**config.mk**
```make
export PLATFORM = sky130hd
export DESIGN_NAME = array_2p
export DESIGN_NICKNAME = d
export VERILOG_FILES = /design/src/rtl/array_pkg.sv /design/src/rtl/array_clear_seq.sv /design/src/rtl/array_2p.sv
export SDC_FILE = /design/constraint.sdc
export NUM_CORES = 2
export LEC_CHECK = 0
export BUFFER_PORTS_ARGS = -buffer_cell sky130_fd_sc_hd__buf_4
export CAP_MARGIN = 20
export CORE_ASPECT_RATIO = 0.7
export CORE_UTILIZATION = 55
export CTS_CLUSTER_SIZE = 30
export DETAILED_ROUTE_END_ITERATION = 10
export PLACE_DENSITY = 0.71
export SLEW_MARGIN = 20
export SYNTH_ARGS = -nofsm -noshare
export SYNTH_HDL_FRONTEND = slang
export SYNTH_HIERARCHICAL = 1
export SYNTH_SLANG_ARGS = --single-unit
```
**constraint.sdc**
```tcl
create_clock -name clk -period 10.22 [get_ports clk]
set_input_delay 1.533 -clock clk [delete_from_list [all_inputs] [get_ports clk]]
set_output_delay 1.533 -clock clk [all_outputs]
set_load 0.01 [all_outputs]
```
**src/rtl/array_pkg.sv**
```systemverilog
//============================================================================
// Module   : array_pkg
// Desc     : Shared types and constants for the array_2p dual-port array.
// Revision : 1.0 - initial release
//============================================================================
`default_nettype none

package array_pkg;

    typedef enum logic [0:0] {
        ST_CLEAR = 1'b0,
        ST_IDLE  = 1'b1
    } state_t;

    localparam int RD_LAT_MIN = 1;
    localparam int RD_LAT_MAX = 2;
    localparam int DATA_W_DEF = 16;
    localparam int ADDR_W_DEF = 8;

endpackage

`default_nettype wire

```
**src/rtl/array_clear_seq.sv**
```systemverilog
//============================================================================
// Module   : array_clear_seq
// Desc     : Clear sequencer; sweeps CLEAR_VAL through every word after
//            reset and on clr_req, and reports busy while doing so.
// Revision : 1.0 - initial release
//============================================================================
`default_nettype none

module array_clear_seq #(
    parameter int                ADDR_W    = 8,
    parameter int                DATA_W    = 16,
    parameter logic [DATA_W-1:0] CLEAR_VAL = '0
) (
    input  logic              clk,
    input  logic              rst,
    input  logic              clr_req,
    output logic              busy,
    output logic              clr_we,
    output logic [ADDR_W-1:0] clr_addr,
    output logic [DATA_W-1:0] clr_data
);
    import array_pkg::*;

    localparam logic [ADDR_W-1:0] c_ptr_last = '1;

    state_t            r_state;
    state_t            w_state_nxt;
    logic [ADDR_W-1:0] r_ptr;
    logic [ADDR_W-1:0] w_ptr_nxt;

    always_ff @(posedge clk) begin
        if (rst) begin
            r_state <= ST_CLEAR;
            r_ptr   <= '0;
        end else begin
            r_state <= w_state_nxt;
            r_ptr   <= w_ptr_nxt;
        end
    end

    always_comb begin
        w_state_nxt = r_state;
        w_ptr_nxt   = r_ptr;
        clr_we      = 1'b0;
        case (r_state)
            ST_CLEAR: begin
                // Sweep is frozen while rst is held so the pointer stays at 0.
                clr_we    = ~rst;
                w_ptr_nxt = r_ptr + 1'b1;
                if (r_ptr == c_ptr_last) begin
                    w_state_nxt = ST_IDLE;
                end
            end
            ST_IDLE: begin
                if (clr_req) begin
                    w_state_nxt = ST_CLEAR;
                    w_ptr_nxt   = '0;
                end
            end
            default: begin
                w_state_nxt = ST_CLEAR;
                w_ptr_nxt   = '0;
            end
        endcase
    end

    assign busy     = rst | (r_state == ST_CLEAR);
    assign clr_addr = r_ptr;
    assign clr_data = CLEAR_VAL;

endmodule

`default_nettype wire

```
**src/rtl/array_2p.sv**
```systemverilog
//============================================================================
// Module   : array_2p
// Desc     : Parametrised simple-dual-port array with RD_LAT 1/2 read
//            pipeline and a built-in clear sequencer.
// Options  : ARRAY_2P_WR_BYPASS_EN - same-index read/write returns new data
// Revision : 1.0 - initial release
//============================================================================
`default_nettype none

module array_2p #(
    parameter int                DATA_W    = 16,
    parameter int                ADDR_W    = 8,
    parameter int                RD_LAT    = 1,
    parameter logic [DATA_W-1:0] CLEAR_VAL = '0
) (
    input  logic              clk,
    input  logic              rst,
    input  logic              clr_req,
    output logic              busy,
    input  logic              wr_en,
    input  logic [ADDR_W-1:0] wr_index,
    input  logic [DATA_W-1:0] wr_val,
    input  logic              rd_en,
    input  logic [ADDR_W-1:0] rd_index,
    output logic [DATA_W-1:0] rd_val,
    output logic              rd_valid
);
    import array_pkg::*;

    localparam int c_depth = 2 ** ADDR_W;

    logic [DATA_W-1:0] mem [c_depth];

    logic              w_clr_we;
    logic [ADDR_W-1:0] w_clr_addr;
    logic [DATA_W-1:0] w_clr_data;
    logic              w_we;
    logic [ADDR_W-1:0] w_waddr;
    logic [DATA_W-1:0] w_wdata;
    logic              w_rd_acc;
    logic [DATA_W-1:0] w_rd_word;

    array_clear_seq #(
        .ADDR_W    (ADDR_W),
        .DATA_W    (DATA_W),
        .CLEAR_VAL (CLEAR_VAL)
    ) u_clear_seq (
        .clk      (clk),
        .rst      (rst),
        .clr_req  (clr_req),
        .busy     (busy),
        .clr_we   (w_clr_we),
        .clr_addr (w_clr_addr),
        .clr_data (w_clr_data)
    );

    // The clear sweep owns the write port whenever it is active.
    assign w_we     = w_clr_we | (wr_en & ~busy);
    assign w_waddr  = w_clr_we ? w_clr_addr : wr_index;
    assign w_wdata  = w_clr_we ? w_clr_data : wr_val;
    assign w_rd_acc = rd_en & ~busy;

    always_ff @(posedge clk) begin
        if (w_we) begin
            mem[w_waddr] <= w_wdata;
        end
    end

`ifdef ARRAY_2P_WR_BYPASS_EN
    assign w_rd_word = (w_we && (w_waddr == rd_index)) ? w_wdata : mem[rd_index];
`else
    assign w_rd_word = mem[rd_index];
`endif

    generate
        if (RD_LAT >= RD_LAT_MAX) begin : g_lat2
            logic              r_v1;
            logic [DATA_W-1:0] r_d1;

            always_ff @(posedge clk) begin
                if (rst) begin
                    r_v1     <= 1'b0;
                    r_d1     <= '0;
                    rd_valid <= 1'b0;
                    rd_val   <= '0;
                end else begin
                    r_v1     <= w_rd_acc;
                    rd_valid <= r_v1;
                    if (w_rd_acc) begin
                        r_d1 <= w_rd_word;
                    end
                    if (r_v1) begin
                        rd_val <= r_d1;
                    end
                end
            end
        end else begin : g_lat1
            always_ff @(posedge clk) begin
                if (rst) begin
                    rd_valid <= 1'b0;
                    rd_val   <= '0;
                end else begin
                    rd_valid <= w_rd_acc;
                    if (w_rd_acc) begin
                        rd_val <= w_rd_word;
                    end
                end
            end
        end
    endgenerate

endmodule

`default_nettype wire

```
==> metrics.txt <==
io pins 55; Finish-stage setup viols 0; Async SR Flop Fraction 0%; initial antenna violation count 24; Core Area 289,000 µm²; H-Tree Depth 5; WL per Instance 34.7 µm; Hold Slack 501 ps; sequential share of power 54.8%; clk root buf clkbuf_16; most common cell after layout, fill and taps aside edfxtp_1; CP most frequent cell buf_4; Remaining DRCs 0; Gate Count Post-Synth 7,685; static leakage 56.6 nW; crit-path max cell delay 790 ps; Fmax 184 MHz; number of CTS-inserted buffers 368; Vias 82,100; CTS Buffer Depth 4; gr usage total 28.8%; clock sink count 4,122; worst hold path type reg2reg; pwr dens 193 nW/µm²; layout cell share with drive strength beyond 1 21.3%; outcome finished clean; Die W 646 µm; Worst Tran Pin Value 1330 ps; CP Max Fanout 75; synth warn 6; site row count 165; Fin Setup TNS 0 ps; Final HPWL DP 250 mm; Avg Synthesized Cell Area 20.8 µm²; Nets 8,102; max_cap viols 0; Initial DRC Count 13,400; number of flops mapped to enable cells by yosys 4,096; Remaining Overflow, GRT 0; Synth Flop Type edfxtp_1; crit path DAT 6280 ps; hold violation count in the final report 0; cell-internal power 26.9 mW; post-cts sizing count 0; hold_buf cts 0; Worst path slowest cell buf_4; 1st-pass router iterations 8; Setup crit start kind input port; worst vdd ir 152 µV; Netlist cell types 73; CTS tree built; RSZ-0062 raised after global routing false; clock-pin slew on the worst setup and hold paths 60 ps; Combinational Power Share 5.2%; slew margin rel. 11.5%; CP Class in2reg; sw power 7.35 mW; flops & latches, synth 4,122; fin crit period 5430 ps; mapped cell area 160,000 µm²; Tcrit/Tclk final 53.1%; Clock power frac 40.0%; final-report max-slew violation count 0; post-CTS setup buffer count 0; IO Port Bufs 54; first-pass GRT wire length 596 mm; vias in the first global route 78,500; most frequent cells in the layout 4,096 x edfxtp_1, 708 x mux4_2, 645 x mux2i_1; endpoint type of the worst setup path flip-flop; starting density of the core 55.3%; largest net degree at the start of global routing 184; drt total wl 423 mm; clk_skew 49.8 ps; GP Congestion 0.934; Area Overhead vs Synth 11.0%; Sw Share 21.5%; post-synthesis sequential area ratio 77.4%; post-DR vias/cell 6.72; Required @ worst endpoint 11,070 ps; Routed Antenna Nets 0; worst-path cell chain buf_8, buf_4, buf_4, mux4_2, nand2_1, a21oi_1, a2111oi_1, buf_4, a2111oi_2, nand4b_1, o211ai_1; DIE AREA 292,000 µm²; Die H 453 µm; clk_lat worst skew 920 ps
-- critical path: cells and delay by family --
| kind | cells | cell delay [ps] |
|---|---|---|
| AOI/OAI and AO/OA | 4 | 1230 |
| buffers and inverters | 4 | 2360 |
| muxes | 1 | 340 |
| and+or+nand+nor | 2 | 570 |
-- layout make-up --
| cell class | instances | area, µm² |
|---|---|---|
| timing repair buffer | 467 | 3780 |
| inverter | 16 | 67.6 |
| tap | 3841 | 4810 |
| fill | 19500 | 112000 |
| sequential | 4122 | 124000 |
| clock inverter | 196 | 1860 |
| antenna | 4 | 10.0 |
| clock buffer | 473 | 9800 |
| multi-input combinational | 3089 | 33300 |
-- cells by family after synthesis --
logic type / count (synthesis) / synth area share (%)
adders and majority gates: 1 / 0.00784
and+or+nand+nor: 771 / 2.09
other: 1 / 0.00235
DFF: 4122 / 77.4
AOI/OAI and AO/OA: 913 / 4.01
buffers and inverters: 489 / 2.12
muxes: 1388 / 14.4
-- cells in the mapped netlist (all sizes together) (3+ instances only) --
cell | number | area (µm²)
and4 | 5 | 43.8
dfxtp | 26 | 521
nand3b | 5 | 37.5
buf | 307 | 2700
a211oi | 77 | 578
and3 | 5 | 31.3
a21oi | 153 | 766
nor2 | 298 | 1120
nand3 | 47 | 235
mux4 | 721 | 16300
nor2b | 19 | 119
o31ai | 3 | 22.5
o22ai | 243 | 1520
nand2 | 278 | 1040
a21o | 3 | 22.5
and2 | 4 | 25.0
nand2b | 12 | 75.1
nor3 | 45 | 225
o221ai | 133 | 1210
a31oi | 12 | 75.1
mux2 | 21 | 236
o31a | 3 | 26.3
mux2i | 646 | 6470
a22oi | 63 | 473
o211ai | 13 | 123
a22o | 4 | 35.0
nand4b | 5 | 58.8
edfxtp | 4096 | 123000
nand4 | 14 | 87.6
inv | 15 | 56.3
or3b | 3 | 26.3
a221oi | 36 | 322
nor3b | 3 | 22.5
nor4 | 8 | 50.1
a221o | 14 | 140
o21ai | 84 | 420
clkbuf | 166 | 623
or3 | 12 | 75.1
a2111oi | 37 | 352
o32ai | 13 | 114
and4b | 3 | 30.0
a211o | 12 | 105
-- worst paths after layout --
| check | startpoint | to | slack [ps] | depth (start not counted) |
|---|---|---|---|---|
| min | rd_val[12] | rd_val[12] | 500 | 1 |
| min reg2reg | rd_val[12] | rd_val[12] | 500 | 1 |
| max reg2reg | u_clear_seq/r_state | mem[117][14] | 5590 | 7 |
| max | rd_index[1] | rd_val[3] | 4790 | 11 |
-- metrics by stage --
stage          setup slack (ps)  cells  power (mW)  instance area [µm²]  util [%]
5_1_grt                    4740  12200        35.0               177000      61.3
3_5_place_dp               3680  11500        20.9               165000      57.3
6_report                   4790  12200        34.2               177000      61.3
2_1_floorplan              5170   7700        20.2               160000         -
3_3_place_gp               3670  11500        20.8               165000      57.3
4_1_cts                    4620  12200        34.3               177000      61.3
-- flip-flops by register name, summed over array words and instances (netlist names) --
| register | count |
|---|---|
| rd_val | 16 |
| mem | 4096 |
| u_clear_seq/r_state | 1 |
| rd_valid | 1 |
| u_clear_seq/clr_addr | 8 |
-- power by group through the flow --
stage / clock network (mW) / logic [mW] / registers (mW)
floorplan: 0 / 1.06 / 19.1
global placement: 0 / 1.70 / 19.1
detailed placement: 0 / 1.74 / 19.1
CTS: 13.8 / 1.75 / 18.8
global route: 14.4 / 1.85 / 18.7
finish: 13.7 / 1.78 / 18.8
-- routing by layer --
metal	part of all wire (%)	GRT usage, %	up-vias
li1	-	-	32800
met4	3.3	8.44	14
met1	39	43.6	42800
met5	0.021	0	-
met3	15	9.50	675
met2	43	40.1	5740
No activity file was read; power rests on OpenSTA's default activity.
